<file path="src/rtl/mem_stage_if.sv">
// EXE -> MEM pipeline bus: control/data from the EXE register plus the
// pass-throughs, load result and stall handshake coming back.
interface mem_stage_if;
    logic [31:0] ALU_res;
    logic [31:0] val_Rm;
    logic [3:0]  dst;
    logic        mem_read;
    logic        mem_write;
    logic        WB_en;
    logic [31:0] ALU_res_out;
    logic [31:0] mem_result;
    logic [3:0]  dst_out;
    logic        mem_read_out;
    logic        WB_en_out;
    logic        ready;

    modport master (
        output ALU_res, val_Rm, dst, mem_read, mem_write, WB_en,
        input  ALU_res_out, mem_result, dst_out, mem_read_out, WB_en_out, ready
    );

    modport slave (
        input  ALU_res, val_Rm, dst, mem_read, mem_write, WB_en,
        output ALU_res_out, mem_result, dst_out, mem_read_out, WB_en_out, ready
    );
endinterface

</file>
<file path="src/rtl/mem_stage.sv">
// Multi-cycle data-memory stage: every load/store stalls upstream for
// 1+WAIT_CYCLES cycles, then commits on the ACCESS->DONE edge.
module mem_stage #(
    parameter int WAIT_CYCLES = 4,
    parameter int MEM_DEPTH   = 64
) (
    input  logic        clk,
    input  logic        rst,
    mem_stage_if.slave  bus
);
    localparam int AW = (MEM_DEPTH > 1) ? $clog2(MEM_DEPTH) : 1;

    typedef enum logic [1:0] {IDLE, ACCESS, DONE} state_t;

    state_t      state;
    logic [3:0]  cnt;
    logic [31:0] mem [MEM_DEPTH];
    logic [31:0] mem_result_q;

    logic          req;
    logic          do_write;
    logic          last;
    logic [31:0]   word_off;
    logic [AW-1:0] idx;

    // Read wins when both strobes are set, so the write is suppressed.
    assign req      = bus.mem_read | bus.mem_write;
    assign do_write = bus.mem_write & ~bus.mem_read;
    assign last     = (cnt == 4'(WAIT_CYCLES - 1));
    assign word_off = (bus.ALU_res - 32'd1024) >> 2;
    assign idx      = AW'(word_off % 32'(MEM_DEPTH));

    always_ff @(posedge clk or negedge rst) begin
        if (!rst) begin
            state        <= IDLE;
            cnt          <= 4'd0;
            mem_result_q <= 32'd0;
            for (int i = 0; i < MEM_DEPTH; i++) mem[i] <= 32'd0;
        end else begin
            case (state)
                IDLE: begin
                    if (req) begin
                        state <= ACCESS;
                        cnt   <= 4'd0;
                    end
                end
                ACCESS: begin
                    cnt <= cnt + 4'd1;
                    // Upstream is frozen, so the address is still the one seen in IDLE.
                    if (last) begin
                        state <= DONE;
                        if (do_write)     mem[idx]     <= bus.val_Rm;
                        if (bus.mem_read) mem_result_q <= mem[idx];
                    end
                end
                DONE:    state <= IDLE;
                default: state <= IDLE;
            endcase
        end
    end

    assign bus.ready        = !((state == ACCESS) || (state == IDLE && req));
    assign bus.mem_result   = mem_result_q;
    assign bus.ALU_res_out  = bus.ALU_res;
    assign bus.dst_out      = bus.dst;
    assign bus.mem_read_out = bus.mem_read;
    assign bus.WB_en_out    = bus.WB_en;
endmodule

</file>
<file path="src/flat_wrapper.sv">
// flat-port wrapper written by rule: the top's interface ports become plain ports
module mem_stage_flat 
#(
    parameter int WAIT_CYCLES = 4,
    parameter int MEM_DEPTH   = 64
)
  (clk, rst, bus_ALU_res, bus_val_Rm, bus_dst, bus_mem_read, bus_mem_write, bus_WB_en, bus_ALU_res_out, bus_mem_result, bus_dst_out, bus_mem_read_out, bus_WB_en_out, bus_ready);
  mem_stage_if bus_i ();
  input  logic clk;
  input  logic rst;
  input wire logic [$bits(bus_i.ALU_res)-1:0] bus_ALU_res;
  input wire logic [$bits(bus_i.val_Rm)-1:0] bus_val_Rm;
  input wire logic [$bits(bus_i.dst)-1:0] bus_dst;
  input wire logic [$bits(bus_i.mem_read)-1:0] bus_mem_read;
  input wire logic [$bits(bus_i.mem_write)-1:0] bus_mem_write;
  input wire logic [$bits(bus_i.WB_en)-1:0] bus_WB_en;
  output wire logic [$bits(bus_i.ALU_res_out)-1:0] bus_ALU_res_out;
  output wire logic [$bits(bus_i.mem_result)-1:0] bus_mem_result;
  output wire logic [$bits(bus_i.dst_out)-1:0] bus_dst_out;
  output wire logic [$bits(bus_i.mem_read_out)-1:0] bus_mem_read_out;
  output wire logic [$bits(bus_i.WB_en_out)-1:0] bus_WB_en_out;
  output wire logic [$bits(bus_i.ready)-1:0] bus_ready;
  assign bus_i.ALU_res = bus_ALU_res;
  assign bus_i.val_Rm = bus_val_Rm;
  assign bus_i.dst = bus_dst;
  assign bus_i.mem_read = bus_mem_read;
  assign bus_i.mem_write = bus_mem_write;
  assign bus_i.WB_en = bus_WB_en;
  assign bus_ALU_res_out = bus_i.ALU_res_out;
  assign bus_mem_result = bus_i.mem_result;
  assign bus_dst_out = bus_i.dst_out;
  assign bus_mem_read_out = bus_i.mem_read_out;
  assign bus_WB_en_out = bus_i.WB_en_out;
  assign bus_ready = bus_i.ready;
  mem_stage #(.WAIT_CYCLES(WAIT_CYCLES), .MEM_DEPTH(MEM_DEPTH)) u_core (.clk(clk), .rst(rst), .bus(bus_i));
endmodule
</file>
<file path="config.mk">
export PLATFORM = sky130hd
export DESIGN_NAME = mem_stage_flat
export DESIGN_NICKNAME = d
export VERILOG_FILES = /design/src/rtl/mem_stage_if.sv /design/src/rtl/mem_stage.sv /design/src/flat_wrapper.sv
export SDC_FILE = /design/constraint.sdc
export NUM_CORES = 2
export LEC_CHECK = 0
export ABC_CLOCK_PERIOD_IN_PS = 5800
export CORE_ASPECT_RATIO = 0.5
export CORE_MARGIN = 5
export CORE_UTILIZATION = 60
export DETAILED_ROUTE_END_ITERATION = 7
export DONT_BUFFER_PORTS = 1
export GPL_TIMING_DRIVEN = 1
export MAX_ROUTING_LAYER = met4
export PLACE_DENSITY = 0.76
export SLEW_MARGIN = 40
export SYNTH_ARGS = -nofsm -noshare
export SYNTH_HDL_FRONTEND = slang
export SYNTH_SLANG_ARGS = --single-unit
</file>
<file path="constraint.sdc">
create_clock -name clk -period 5.8 [get_ports clk]
set_clock_uncertainty 0.15 [all_clocks]
set_input_delay 1.74 -clock clk [delete_from_list [all_inputs] [get_ports clk]]
set_output_delay 1.74 -clock clk [all_outputs]
set_load 0.1 [all_outputs]
</file>
==> impl_results.md <==
- Outcome: complete, no violations
- Number of violations reported at the end of detailed-routing iteration 0: 7631
- IR drop worst, VDD: 0.330 mV
- Cell breakdown of the critical path: buf_16, clkinv_2, buf_12, buf_4, a221oi_1, nor2_1, o21ai_0, nand4_1, o22a_1
- Part of the total power dissipated in the clock network: 0.397
- Maximum number of pins on one net before global-route repair: 508
- Pwr dens: 301 mW/mm²
- Number of max-slew violations in the final report: 0
- Post-detailed-route wirelength per cell: 35.2 µm
- Post-CTS Setup Inserts: 0
- Post-DP HPWL: 179000 µm
- Switching share of power: 0.262
- Most frequent cells after synthesis: sky130_fd_sc_hd__mux2_2 (2094), sky130_fd_sc_hd__dfrtp_1 (2086), sky130_fd_sc_hd__clkbuf_1 (318)
- Clock tree from TritonCTS: done
- Maximum number of buffers from clock root to sink: 3
- Number of nets in the layout: 6328
- Relative slew slack: 0.235
- Arrival @ worst endpoint: ~5.4 ns
- Initial Utilization: 0.606
- Synth Instances: between 6000 and 7000
- Register area share after synthesis: 0.555
- Overall power: ~31000 µW
- RSZ-0062 raised after global routing: false
- Input/output buffers: 0
- Hold buffers post-CTS: 0
- Most common cell in the synthesized netlist: sky130_fd_sc_hd__mux2_2
- Std-Cell Rows: 102
- Most used DFF post-synth: sky130_fd_sc_hd__dfrtp_1
- Net Sw Power: 8110 µW
- Top cell type's share of synthesized area: 0.555
- Ys Warns: 0
- Pre-antenna DRT Iters: 8
- Max-cap check violation count: 0
- Crit share post-route: 0.832
- Async S/R FF share, synth: 1.00
- Largest area contributor in the netlist: sky130_fd_sc_hd__dfrtp_1
- Number of vias per cell after detailed routing: 7.23
- TritonCTS buffer count: 178
- Highest cell delay on the worst timing path: 0.74 ns
- Biggest fanout along the worst timing path: 94
- Largest cells by area after synthesis: sky130_fd_sc_hd__dfrtp_1 (55%), sky130_fd_sc_hd__mux2_2 (25%), sky130_fd_sc_hd__mux4_2 (4.8%)
- Number of vias in the routed layout: 61300
- Final TNS setup: 0 ns
- Cell internal power dissipation: 22800 µW
- Busiest metal layer after global routing: met2
- Flops & latches, synth: 2086
- Clock H-tree levels: 4
- Worst EP required: 6.34 ns
- Drc violations: 0
- Number of global-route vias before repair: 63200
- Critical Path Slowest Stage Cell: sky130_fd_sc_hd__clkinv_2
- Final critical delay including setup and external delays: roughly 4.8 ns
- Total GRT Usage: 0.370
- Netlist Area Pre-Place: approximately 0.094 mm²
- Final hold violations: 0
- Capturing element type of the critical path: register
- First-pass GRT wire length: 438000 µm
- Type of the worst setup path: in -> reg
- Layout fillers: 10400
- Share of layout cells above drive strength 1: 0.458
- Cell leakage power: roughly 0.05 µW
- Mean Syn Cell Area: 14.3 µm²
- Met2 Resource Use GR: 0.514
- Std-Cell Core Area: 0.155 mm²
- Number of clock sinks: 2086
- Kind of launch point of the worst setup path: input pin
- Share of total power in combinational logic: 0.070
- Top Family by Delay on Critical Path: buffers and inverters
- Number of primary I/O pins: 144
- Clk Latency, worst-skew pair: a little over 0.8 ns
- Remaining antenna violation count: 0
- Routed Wire Length: 299000 µm
- Die Ht: 290 µm
- Maximum frequency from static timing analysis: 0.207 GHz
- Final weighted congestion in routability-driven placement: 0.893
- Syn_nets: 6659
- Number of flops mapped to enable cells by yosys: 0
- Die span in x: 570 µm
- Final number of setup-violating endpoints: 0
- Global-route track usage on met3: 0.121
- Die area: 0.165 mm²
- Type of the tightest min-delay check: reg -> reg
- Layout area overhead: 9.14%
- Clock transition at the register clock pins on the worst setup and hold paths after CTS: 0.07 ns
- PostCTS Resize Cnt: 0
- Met1 GRT Util: 0.503
- Library cell used as clock root buffer: sky130_fd_sc_hd__clkbuf_16
- Antenna violations before repair: 10
- Share of total power in sequential cells: 0.533
- Grt ovf: 0
- Distinct cells, synth: 61
- Worst Tran Pin Value: 1.15 ns
- Buffers plus inverters on the worst setup path: 4
==> state kept, by name, summed over array words and instances (netlist names) <==
signal and count:
u_core.state 2, u_core.mem 2048, u_core.bus.mem_result 32, u_core.cnt 4
==> kinds of logic after synthesis <==
logic type	Yosys count	synth area share
compound gates	786	0.0620
simple gates	371	0.0177
buf+inv	733	0.0336
flops	2086	0.555
fa+ha+maj	1	0.000133
mux	2608	0.332
==> stage by stage <==
| stage | setup slack [ns] | area [µm²] | hold slack [ns] | cells | utilization |
|---|---|---|---|---|---|
| global placement | 0.807 | 96200 | 0.318 | 8132 | 0.619 |
| detailed placement | 0.735 | 96700 | 0.330 | 8149 | 0.622 |
| CTS | 1.46 | 103000 | 0.345 | 8470 | 0.660 |
| floorplan | 0.990 | 94100 | 0.309 | 6585 | - |
| finish | 0.975 | 103000 | 0.342 | 8484 | 0.661 |
| global route | 0.998 | 103000 | 0.358 | 8482 | 0.661 |
==> area by class of cell <==
cell class	count	area, µm²	area share
antenna	9	22.5	0.000219
clock buffer	262	5260	0.0512
clock inverter	59	612	0.00596
inverter	5	25.0	0.000244
multi-input combinational	3766	39200	0.381
sequential	2086	52200	0.509
tap	2080	2600	0.0253
timing repair buffer	217	2770	0.0270
==> power by group through the flow <==
stage / clock network (µW) / registers [µW] / logic (µW)
finish: 12300 / 16500 / 2170
CTS: 12300 / 16500 / 2060
detailed placement: 0 / 16800 / 2050
global route: 12900 / 16500 / 2300
floorplan: 0 / 16500 / 1620
global placement: 0 / 16700 / 1930
==> metal layers <==
metal,wire (µm),vias up
met2,129000,3711
li1,-,23800
met4,14600,0
met3,37400,856
met1,118000,33000
met5,0,-
==> final timing paths <==
check	startpoint	endpoint	slack, ns	depth (start not counted)
max	bus_ALU_res[2]	u_core.bus.mem_result[26]	0.97	9
min	u_core.mem[250]	u_core.mem[250]	0.34	1
max reg2reg	u_core.cnt[1]	u_core.mem[1169]	2.15	9
min reg2reg	u_core.mem[250]	u_core.mem[250]	0.34	1
max in group asynchronous	rst	u_core.mem[177]	1.49	8
min in group asynchronous	rst	u_core.mem[1833]	0.47	0
==> cell usage in the layout (no fill, tap or decap), drive strengths merged, types with 41 or more instances in the layout <==
| cell | count |
|---|---|
| a21oi | 59 |
| buf | 217 |
| dfrtp | 2086 |
| nor2 | 165 |
| a221oi | 252 |
| mux2i | 298 |
| clkbuf | 262 |
| nand2 | 100 |
| mux2 | 2111 |
| a22oi | 118 |
| clkinv | 41 |
| o22ai | 93 |
| o21ai | 110 |
| mux4 | 199 |
No activity file was read; power rests on OpenSTA's default activity.
